### src/rtl/mat_mul_seq.sv
// -----------------------------------------------------------------------------
// mat_mul_seq
//
// Sequencer for an N x N matrix multiply, C = A x B. It uses one multiplier and
// one accumulator and computes one product per cycle.
//
// For each output element (i,j) the sequencer does the following:
//   ISSUE : N cycles. Each cycle presents A[i][k] and B[k][j] to the
//           synchronous operand SRAMs, for k = 0..N-1.
//   ACC   : 1 cycle. This cycle absorbs the last product, which arrives one
//           cycle after its address was issued.
//   WRITE : Presents C[i][j] to the answer SRAM and holds it until c_ready.
// DONE pulses for one cycle after the last element has been written.
//
// Ports
//   clk      system clock
//   reset_n  synchronous active-low reset
//   start    begin a multiply (only looked at in IDLE)
//   busy     high in every state except IDLE
//   done     one-cycle pulse after the final C write
//   a_addr   A read address, i*N+k (row-major)
//   b_addr   B read address, k*N+j (row-major)
//   a_data   A read data, valid one cycle after a_addr
//   b_data   B read data, valid one cycle after b_addr
//   c_we     result write strobe
//   c_ready  result memory accepts the write this cycle
//   c_addr   result address, i*N+j
//   c_data   result value
// -----------------------------------------------------------------------------
module mat_mul_seq #(
    parameter int N      = 4,
    parameter int DATA_W = 8,
    parameter int ACC_W  = 18,
    parameter int ADDR_W = 4
) (
    input  logic              clk,
    input  logic              reset_n,
    input  logic              start,
    output logic              busy,
    output logic              done,
    output logic [ADDR_W-1:0] a_addr,
    output logic [ADDR_W-1:0] b_addr,
    input  logic [DATA_W-1:0] a_data,
    input  logic [DATA_W-1:0] b_data,
    output logic              c_we,
    input  logic              c_ready,
    output logic [ADDR_W-1:0] c_addr,
    output logic [ACC_W-1:0]  c_data
);

    localparam int IDX_W  = (N > 1) ? $clog2(N) : 1;
    localparam int PROD_W = 2 * DATA_W;

    typedef enum logic [2:0] {
        S_IDLE,
        S_ISSUE,
        S_ACC,
        S_WRITE,
        S_DONE
    } state_t;

    state_t r_state;
    state_t w_state_nxt;

    logic [IDX_W-1:0]  r_i;
    logic [IDX_W-1:0]  r_j;
    logic [IDX_W-1:0]  r_k;
    logic [ADDR_W-1:0] r_a_addr_hold;
    logic [ADDR_W-1:0] r_b_addr_hold;

    logic              r_vld_p1;
    logic              r_first_p1;
    logic [ACC_W-1:0]  r_acc;

    logic [ADDR_W-1:0] w_a_addr_p0;
    logic [ADDR_W-1:0] w_b_addr_p0;
    logic [PROD_W-1:0] w_prod_p1;
    logic              w_last_i;
    logic              w_last_j;
    logic              w_last_k;

    // Row-major element address, row*N+col.
    function automatic logic [ADDR_W-1:0] idx_addr(input logic [IDX_W-1:0] row,
                                                   input logic [IDX_W-1:0] col);
        return ADDR_W'(row) * ADDR_W'(N) + ADDR_W'(col);
    endfunction

    // The first term of each dot product reloads the accumulator, so no separate
    // clear cycle is needed. Any other term adds, and the sum wraps modulo 2^ACC_W.
    function automatic logic [ACC_W-1:0] wrap_acc(input logic              first,
                                                  input logic [ACC_W-1:0]  acc,
                                                  input logic [PROD_W-1:0] prod);
        return first ? ACC_W'(prod) : acc + ACC_W'(prod);
    endfunction

    assign w_last_i = (r_i == IDX_W'(N - 1));
    assign w_last_j = (r_j == IDX_W'(N - 1));
    assign w_last_k = (r_k == IDX_W'(N - 1));

    assign w_a_addr_p0 = idx_addr(r_i, r_k);
    assign w_b_addr_p0 = idx_addr(r_k, r_j);

    // Outside ISSUE the read addresses show the last address that was issued.
    assign a_addr = (r_state == S_ISSUE) ? w_a_addr_p0 : r_a_addr_hold;
    assign b_addr = (r_state == S_ISSUE) ? w_b_addr_p0 : r_b_addr_hold;

    // r_i and r_j do not change while in WRITE, and r_acc only changes when a
    // product is valid. Both are therefore stable across a c_ready stall.
    assign c_addr = idx_addr(r_i, r_j);
    assign c_data = r_acc;

    always_ff @(posedge clk) begin
        if (!reset_n) begin
            r_state <= S_IDLE;
        end else begin
            r_state <= w_state_nxt;
        end
    end

    always_comb begin
        w_state_nxt = r_state;
        busy        = 1'b1;
        done        = 1'b0;
        c_we        = 1'b0;
        case (r_state)
            S_IDLE: begin
                busy = 1'b0;
                if (start) begin
                    w_state_nxt = S_ISSUE;
                end
            end
            S_ISSUE: begin
                if (w_last_k) begin
                    w_state_nxt = S_ACC;
                end
            end
            S_ACC: begin
                w_state_nxt = S_WRITE;
            end
            S_WRITE: begin
                c_we = 1'b1;
                if (c_ready) begin
                    w_state_nxt = (w_last_i && w_last_j) ? S_DONE : S_ISSUE;
                end
            end
            S_DONE: begin
                done        = 1'b1;
                w_state_nxt = S_IDLE;
            end
            default: begin
                w_state_nxt = S_IDLE;
            end
        endcase
    end

    // Loop counters and the hold registers for the read addresses.
    always_ff @(posedge clk) begin
        if (!reset_n) begin
            r_i           <= '0;
            r_j           <= '0;
            r_k           <= '0;
            r_a_addr_hold <= '0;
            r_b_addr_hold <= '0;
        end else begin
            case (r_state)
                S_IDLE: begin
                    if (start) begin
                        r_i <= '0;
                        r_j <= '0;
                        r_k <= '0;
                    end
                end
                S_ISSUE: begin
                    r_k           <= w_last_k ? '0 : r_k + IDX_W'(1);
                    r_a_addr_hold <= w_a_addr_p0;
                    r_b_addr_hold <= w_b_addr_p0;
                end
                S_WRITE: begin
                    if (c_ready) begin
                        if (!w_last_j) begin
                            r_j <= r_j + IDX_W'(1);
                        end else if (!w_last_i) begin
                            r_j <= '0;
                            r_i <= r_i + IDX_W'(1);
                        end
                    end
                end
                default: begin
                end
            endcase
        end
    end

    // ---- p0 -> p1: address issued; the operand data returns in the next cycle ----
    assign w_prod_p1 = a_data * b_data;

    always_ff @(posedge clk) begin
        if (!reset_n) begin
            r_vld_p1   <= 1'b0;
            r_first_p1 <= 1'b0;
            r_acc      <= '0;
        end else begin
            r_vld_p1   <= (r_state == S_ISSUE);
            r_first_p1 <= (r_k == '0);
            // ---- p1 -> acc: fold the product into the running dot product ----
            if (r_vld_p1) begin
                r_acc <= wrap_acc(r_first_p1, r_acc, w_prod_p1);
            end
        end
    end

endmodule

### config.mk
export PLATFORM = sky130hd
export DESIGN_NAME = mat_mul_seq
export DESIGN_NICKNAME = d
export VERILOG_FILES = /design/src/rtl/mat_mul_seq.sv
export SDC_FILE = /design/constraint.sdc
export NUM_CORES = 1
export LEC_CHECK = 0
export CAP_MARGIN = 15
export CORE_AREA = 2 2 106 88
export CTS_BUF_LIST = sky130_fd_sc_hd__clkbuf_8
export CTS_CLUSTER_DIAMETER = 40
export CTS_CLUSTER_SIZE = 16
export DETAILED_ROUTE_END_ITERATION = 7
export DIE_AREA = 0 0 108 90
export GPL_TIMING_DRIVEN = 0
export HOLD_SLACK_MARGIN = 0.06
export PLACE_DENSITY = 0.78
export SLEW_MARGIN = 40
export SYNTH_ARGS = -nofsm -noshare
export SYNTH_HDL_FRONTEND = slang
export SYNTH_SLANG_ARGS = --single-unit
export TNS_END_PERCENT = 50
### constraint.sdc
create_clock -name clk -period 5.91 [get_ports clk]
set_input_delay 1.182 -clock clk [delete_from_list [all_inputs] [get_ports clk]]
set_output_delay 1.182 -clock clk [all_outputs]
set_load 0.01 [all_outputs]
==> results.cfg, run 1 <==
[placement]
hpwl_mm = 8.127
portBuffers = 52
place_area_um2 = 5210
gp_congestion = 0.8664

[logic_synthesis]
yosys.area.top_type = dfxtp_1
synth_top_area_share = 0.1659
synth_edf_count = 0
synth_seq_cells = 37
yosysMostFrequentCell = inv_1
postSynthNetCount = 643
synth_cell_types = 61
async_flop_share = 0
ys_top_cells_by_area = dfxtp_1 (17%), fa_1 (17%), ha_1 (16%)
synth_ff_type = dfxtp_1
postSynthAreaPerCell_um2 = 8.441
netlist_instances = 529
netlist_area_um2 = 4466
synth-warning-count = 0
synth-seq-area-share = 0.1659
synth_commonest_cells = inv_1 (60), and2_1 (58), ha_1 (57)

[grt]
grt_max_degree = 14
grt_pass1_vias = 3955
globalRoute.totalOverflow = 0
grt_pass1_wl_mm = 18.07
track_usage = 0.2259
antenna_found_initial = 0

[route]
vias = 4037
viasPerCell = 5.553
drc_errors = 0
post_drt_wl_per_cell_um = 14.80
drtIter0Drc = 167
dr.pass1.iters = 4
drtAntennaViolNets = 0
routed_wl_mm = 10.76

[floorplanning]
die_w_um = 108
die_area_um2 = 9720
die_h_um = 90
io_pins = 53
core_um2 = 8727
start_util = 0.5117
std_cell_rows = 31

[critical_path]
cp.required_ps = 6090
critical_path_class = in -> reg
cp-start-kind = input pin
critPathArrivalTime_ps = 6120
critical_path.max_fanout = 8
crit_path_end_kind = flop

[clock_network]
root_buffer = clkbuf_8
htreeDepth = 2
cts_sinks = 37
clockBufferDepth = 2
clk_pin_slew_ps = 90
numCtsBuffers = 5
hold_buffers = 0
clock_latency_ps = 310
cts_tree = yes

[layout]
area_growth_pct = 27.09
n_antenna_cell = 0
seq_area_um2 = 740.7
multi_input_area_um2 = 3690
final_area_um2 = 5675
drive_above_1_share = 0.1765
nNetsFinal = 725
fillers = 708

[sta]
fmax_ghz = 0.1684
hold_violations = 0
setup_viol = 2
tightest_slew_ps = 808.1
setup_ws_ps = -29.57
period_share = 1.005
clock_skew_ps = 8.095
drv_slew = 0
rsz0062_at_grt = true
slew_headroom = 0.4601
min_period_ps = 5940

[job]
cap_violations = 0

[power]
vdd_ir_drop_max_mv = 0.3367
power-per-cell-area_nw_per_um2 = 413.1
p_leak_nw = 2.681
finalPower_w = 0.002344

[worst_hold_path]
worstHoldPathType = reg -> reg

[status]
status = finished, violations left
failed_checks = setup timing
## path summary, 6_finish.rpt
check	startpoint	to	slack [ps]	depth (start not counted)
setup / recovery	b_data[5]	c_data[17]$_SDFFE_PN0P_	-30	23
hold / removal	r_b_addr_hold[1]$_SDFF_PN0_	r_b_addr_hold[1]$_SDFF_PN0_	470	2
setup reg to reg	c_data[0]$_SDFFE_PN0P_	c_data[16]$_SDFFE_PN0P_	3480	9
hold reg to reg	r_b_addr_hold[1]$_SDFF_PN0_	r_b_addr_hold[1]$_SDFF_PN0_	470	2
## placed cells by master, fill, tap and decap left out, drive strengths merged, types with 3 or more instances in the layout
master / netlist / final
nand2b: 3 / 3
fa: 37 / 37
nand3: 10 / 10
xnor2: 11 / 11
a21oi: 45 / 45
xor2: 14 / 14
clkbuf: 8 / 14
o31ai: 3 / 3
a31oi: 3 / 3
nand2: 56 / 56
o211ai: 6 / 6
o21ai: 17 / 17
mux2i: 8 / 8
clkdlybuf4s50: 0 / 36
dfxtp: 37 / 37
nor4: 3 / 3
a21o: 10 / 10
buf: 3 / 39
inv: 61 / 61
and2: 59 / 59
clkinvlp: 0 / 3
and3: 5 / 5
a211oi: 6 / 6
ha: 57 / 57
nor3: 7 / 7
nor2: 26 / 26
## metal layers
metal,global-route usage,wire (µm),vias up
li1,-,-,1964
met1,0.3270,5116,1988
met4,0.05021,110,0
met2,0.3622,5150,73
met5,0,0,-
met3,0.02538,385,12
## metrics by stage
| stage | setup WS (ps) | setup TNS, ps | std cells | util | hold slack, ps |
|---|---|---|---|---|---|
| floorplan | -108.8 | -148.4 | 529 | - | 444.3 |
| global placement | -1159 | -7565 | 696 | 0.5970 | 450.2 |
| detailed placement | -1288 | -8371 | 696 | 0.5970 | 458.8 |
| CTS | -65.21 | -65.21 | 721 | 0.6318 | 471.0 |
| global route | -271.5 | -1105 | 727 | 0.6503 | 498.2 |
| finish | -29.57 | -35.27 | 727 | 0.6503 | 467.3 |
## where the power goes
part | switching (W) | leakage, nW | internal, W
clock | 0.000106 | 0.0364 | 0.0000828
sequential | 0.0000170 | 0.301 | 0.000268
combinational | 0.000941 | 2.34 | 0.000930
## area by class of cell
type,count,area share
buffer,11,0.009480
clock buffer,5,0.01213
clock inverter,3,0.003968
inverter,62,0.04101
multi-input combinational,419,0.6501
sequential,37,0.1305
tap,115,0.02535
timing repair buffer,75,0.1274
## worst max-delay path, stage by stage
cell      delay (ps)
buf_12           100
nand2_4           50
fa_1             500
fa_1             510
inv_1             50
fa_1             470
inv_1             50
fa_1             490
inv_2             50
ha_4             280
nand3_2           60
o211ai_1         170
buf_4            170
nor2b_4           50
a21oi_2          120
xor2_1           190
ha_1             300
a21o_1           210
a21o_1           170
a311o_2          420
o311ai_4         270
nand3_1          120
nor4b_4          140
## cell families after synthesis
kind of cell,after synthesis,synth area share
fa+ha+maj,94,0.3256
xor+xnor,25,0.04903
mux,8,0.01793
simple gates,181,0.2101
compound gates,111,0.1673
flops,37,0.1659
buf+inv,73,0.06416
## timing repair
action                                  4_1_cts  5_1_grt
setup buffers                                17        6
endpoints found under the setup margin       10        5
pin swaps                                    29       15
gates resized for setup                     100       28
## flip-flops by register name (all words and copies together) (netlist names)
signal         cells
c_data            18
r_a_addr_hold      4
r_b_addr_hold      4
r_first_p1         1
r_i                2
r_j                2
r_k                2
r_state            3
r_vld_p1           1
Power figures use the tool's default switching activity.
==> inputs of run 2 (changes only) <==
Settings changed: CORE_AREA 2 2 106 88 to 8 8 120 100, DIE_AREA 0 0 108 90 to 0 0 128 108, PLACE_DENSITY 0.78 to 0.69.
==> results.cfg, run 2 (synthesized netlist as in run 1, its figures left out) <==
[status]
status = finished, violations left
failed_checks = setup timing

[clock_network]
hold_buffers = 0
clk_pin_slew_ps = 80
clock_latency_ps = 290
root_buffer = clkbuf_8
htreeDepth = 2
cts_tree = yes
clockBufferDepth = 2
numCtsBuffers = 5
cts_sinks = 37

[critical_path]
rrSetupSlack_ps = 3470
critical_path.max_fanout = 8
critical_path_class = in -> reg
timing.rr.start = c_data[0]$_SDFFE_PN0P_
cp-start-kind = input pin
rr_worst_depth = 9
r2r-end = c_data[16]$_SDFFE_PN0P_
cp.required_ps = 6070
crit_start = a_data[3]
critPathArrivalTime_ps = 6180
crit_path_end_kind = flop
critPathCapture = c_data[13]$_SDFFE_PN0P_

[sta]
setup_ws_ps = -109.5
tightest_slew_ps = 587.6
min_period_ps = 6020
rsz0062_at_grt = true
slew_headroom = 0.6082
hold_violations = 0
period_share = 1.019
fmax_ghz = 0.1661
finalSetupTns_ps = -292.2
drv_slew = 0
clock_skew_ps = 7.016
setup_viol = 3

[layout]
largest_register_ffs = 18
final_cell_count_no_fill = 760
area_growth_pct = 31.58
mostFrequentLayoutCell = inv_1
postLayoutCoreUtil = 0.5880
drive_above_1_share = 0.1984
nNetsFinal = 733
final_cell_mix = inv_1 (57), nand2_1 (51), and2_1 (50)
final_area_um2 = 5876
n_antenna_cell = 0

[grt]
grt_pass1_wl_mm = 19.34
grt_pass1_vias = 4068
antenna_found_initial = 0
grt_max_degree = 13
track_usage = 0.1695
globalRoute.totalOverflow = 0

[job]
cap_violations = 0

[route]
drc_errors = 0
post_drt_wl_per_cell_um = 15.24
drtAntennaViolNets = 0
drtIter0Drc = 210
viasPerCell = 5.330
vias = 4051
dr.pass1.iters = 5
routed_wl_mm = 11.58

[power]
power_frac_seq = 0.110
power-per-cell-area_nw_per_um2 = 439.3
p_leak_nw = 2.758
vdd_ir_drop_max_mv = 0.2576
power.switching_w = 0.001129
power_switching_share = 0.4375
clock_power_share = 0.103
intPower_w = 0.001452
pwr-share-comb = 0.787

[placement]
portBuffers = 52
gp_congestion = 0.8388
placedCellCount = 721
place_area_um2 = 5241
hpwl_mm = 8.745

[floorplanning]
die_area_um2 = 13820
core_um2 = 9992
start_util = 0.4469
die_h_um = 108
die_w_um = 128
std_cell_rows = 33
io_pins = 53

[worst_hold_path]
worstHoldPathType = reg -> reg
-- run 2: critical path, cell delays in order --
cell      delay, ps
buf_6           120
and2_1          170
fa_1            500
fa_1            520
fa_1            550
inv_1            50
fa_1            490
inv_2            40
ha_4            180
nor3_4          240
nor2b_4         200
a21oi_2          40
xor2_1          220
ha_1            320
a21o_1          220
a21o_1          170
a311o_2         430
buf_4           160
a211oi_2        190
a31o_1          140
a221oi_2         60
-- run 2: repair_timing --
action	in CTS	in global routing
gates resized for setup	105	40
setup buffers	18	13
cloned	0	0
setup endpoints to repair	10	7
pin swaps	35	14
endpoints found under the hold margin	0	0
-- run 2: power groups by stage --
stage	clock network, W	registers [W]	logic (W)
finish	0.000266	0.000285	0.00203
global placement	0	0.000289	0.00133
global route	0.000278	0.000287	0.00222
CTS	0.000271	0.000284	0.00177
detailed placement	0	0.000289	0.00137
floorplan	0	0.000292	0.00108
-- run 2: worst min-delay path by stage --
stage	startpoint	end	cells past startpoint
after floorplan	r_a_addr_hold[0]$_SDFF_PN0_	r_a_addr_hold[0]$_SDFF_PN0_	2
after global placement	r_b_addr_hold[0]$_SDFF_PN0_	r_b_addr_hold[0]$_SDFF_PN0_	2
after detailed placement	r_b_addr_hold[0]$_SDFF_PN0_	r_b_addr_hold[0]$_SDFF_PN0_	2
after CTS	r_b_addr_hold[0]$_SDFF_PN0_	r_b_addr_hold[0]$_SDFF_PN0_	2
after global routing	r_b_addr_hold[0]$_SDFF_PN0_	r_b_addr_hold[0]$_SDFF_PN0_	2
final	r_b_addr_hold[0]$_SDFF_PN0_	r_b_addr_hold[0]$_SDFF_PN0_	2
-- run 2: routing by layer --
| layer | GRT usage | part of all wire | vias to the layer above |
|---|---|---|---|
| met2 | 0.2857 | 0.48 | 73 |
| met1 | 0.2281 | 0.47 | 1995 |
| met4 | 0.03218 | 0.0079 | 0 |
| met3 | 0.02410 | 0.038 | 13 |
| met5 | 0 | 0 | - |
| li1 | - | - | 1970 |
-- run 2: area by class of cell --
type                    instances  area (µm²)
multi-input cells             419        3737
inverters                      62       232.7
clock inverters                 3       65.06
plain buffers                  11       53.80
clock buffers                   5       68.82
flip-flops and latches         37       740.7
well taps                     140       175.2
fillers                       861        4116
repair buffers                 83       802.0
-- run 2: through the flow --
step	power [W]	hold WS (ps)	setup slack, ps
floorplan	0.001372	444.3	-108.8
global placement	0.001618	450.5	-1202
detailed placement	0.001656	457.3	-1234
CTS	0.002328	468.2	-85.91
global route	0.002786	491.0	-250.5
finish	0.002581	466.0	-109.5
==> inputs of run 3 (changes only) <==
Settings changed: CORE_AREA 8 8 120 100 to 8 8 138 114, DIE_AREA 0 0 128 108 to 0 0 146 122, PLACE_DENSITY 0.69 to unset.
Clock period 5.91 ns to 7.15 ns, I/O delays scaled along.
==> results.cfg, run 3 (synthesized netlist as in run 1, its figures left out) <==
[sta]
period_share = 0.9641
hold_violations = 0
rsz0062_at_grt = false
fmax_ghz = 0.1451
setup_viol = 0
min_period_ps = 6893
setup_ws_ps = 256.7
drv_slew = 0
finalSetupTns_ps = 0
slew_headroom = 0.6241
clock_skew_ps = 8.933
tightest_slew_ps = 563.8

[route]
drc_errors = 0
post_drt_wl_per_cell_um = 13.95
drtAntennaViolNets = 0
dr.pass1.iters = 5
viasPerCell = 5.009
routed_wl_mm = 10.75
drtIter0Drc = 232
vias = 3857

[clock_network]
cts_sinks = 37
root_buffer = clkbuf_8
clockBufferDepth = 2
cts_tree = yes
clock_latency_ps = 290
hold_buffers = 0
numCtsBuffers = 5
clk_pin_slew_ps = 70
htreeDepth = 2

[floorplanning]
die_w_um = 146
die_h_um = 122
core_um2 = 13410
std_cell_rows = 38
start_util = 0.3331
die_area_um2 = 17810
io_pins = 53

[critical_path]
critical_path_class = in -> reg
critPathArrivalTime_ps = 7100
crit_path_end_kind = flop
cp.required_ps = 7360
critical_path.max_fanout = 8
cp-start-kind = input pin

[layout]
final_area_um2 = 5278
fillers = 1369
largest_register_ffs = 18
nNetsFinal = 703
drive_above_1_share = 0.07797
final_cell_mix = inv_1 (60), and2_1 (58), ha_1 (57)
area_growth_pct = 18.18
mostFrequentLayoutCell = inv_1
n_antenna_cell = 0

[job]
cap_violations = 0

[grt]
grt_pass1_wl_mm = 17.93
track_usage = 0.1206
grt_max_degree = 12
globalRoute.totalOverflow = 0
antenna_found_initial = 0
grt_pass1_vias = 3712

[power]
p_leak_nw = 2.527
power-per-cell-area_nw_per_um2 = 280.3
vdd_ir_drop_max_mv = 0.1116
finalPower_w = 0.001480

[placement]
hpwl_mm = 8.811
gp_congestion = 0.8042
place_area_um2 = 5211
place_worst_setup_slack_ps = -532.6
portBuffers = 52

[status]
status = finished clean

[worst_hold_path]
worstHoldPathType = reg -> reg
run 3: report_power, final:
| part | internal (W) | total (W) | leakage [nW] | switching (W) |
|---|---|---|---|---|
| Sequential | 0.000221 | 0.000235 | 0.301 | 0.0000131 |
| Combinational | 0.000455 | 0.00108 | 2.17 | 0.000622 |
| Clock | 0.0000873 | 0.000168 | 0.0542 | 0.0000803 |
run 3: final timing paths:
| check | start | endpoint | slack [ps] | depth (start not counted) |
|---|---|---|---|---|
| worst max-delay path | b_data[7] | c_data[17]$_SDFFE_PN0P_ | 260 | 23 |
| worst max register to register | c_data[0]$_SDFFE_PN0P_ | c_data[16]$_SDFFE_PN0P_ | 4620 | 9 |
| worst min register to register | r_b_addr_hold[2]$_SDFF_PN0_ | r_b_addr_hold[2]$_SDFF_PN0_ | 460 | 2 |
| worst min-delay path | r_b_addr_hold[2]$_SDFF_PN0_ | r_b_addr_hold[2]$_SDFF_PN0_ | 460 | 2 |
run 3: metrics by stage:
step,hold WS [ps],utilization,instances
floorplan,444.3,-,529
global placement,451.4,0.3887,761
detailed placement,457.4,0.3887,761
CTS,467.8,0.3957,770
global route,487.1,0.3936,770
finish,464.5,0.3936,770
run 3: layout make-up:
type / count / area, µm² / area share
clock buffers: 7 / 96.34 / 0.01826
well taps: 180 / 225.2 / 0.04267
clock inverters: 1 / 5.005 / 0.0009483
plain buffers: 11 / 53.80 / 0.01019
flip-flops and latches: 37 / 740.7 / 0.1404
repair buffers: 53 / 473.0 / 0.08962
inverters: 62 / 232.7 / 0.04410
multi-input cells: 419 / 3451 / 0.6539
run 3: critical path, stage by stage:
cell and delay [ps]:
clkbuf_2 170, nand2_1 110, fa_1 520, fa_1 540, inv_1 60, fa_1 540, inv_1 60, fa_1 520
inv_1 40, ha_1 370, nand3_1 90, o211ai_1 340, nor2b_2 100, a21oi_1 160, xor2_1 250, ha_1 320
and2_1 220, nand4_1 130, a31oi_1 80, a311o_2 440, o311ai_4 270, a21oi_2 110, nor4b_4 200
run 3: layer usage:
layer	track usage	vias up	wire length [µm]
met4	0.02376	0	97
met3	0.02335	6	506
met1	0.1608	1870	5087
li1	-	1907	-
met2	0.2010	74	5053
met5	0	-	0
run 3: timing repair:
| action | 4_1_cts | 5_1_grt |
|---|---|---|
| setup endpoints to repair | 5 | 5 |
| setup buffers | 1 | 0 |
| resized for setup | 12 | 28 |
| pin swaps | 1 | 1 |
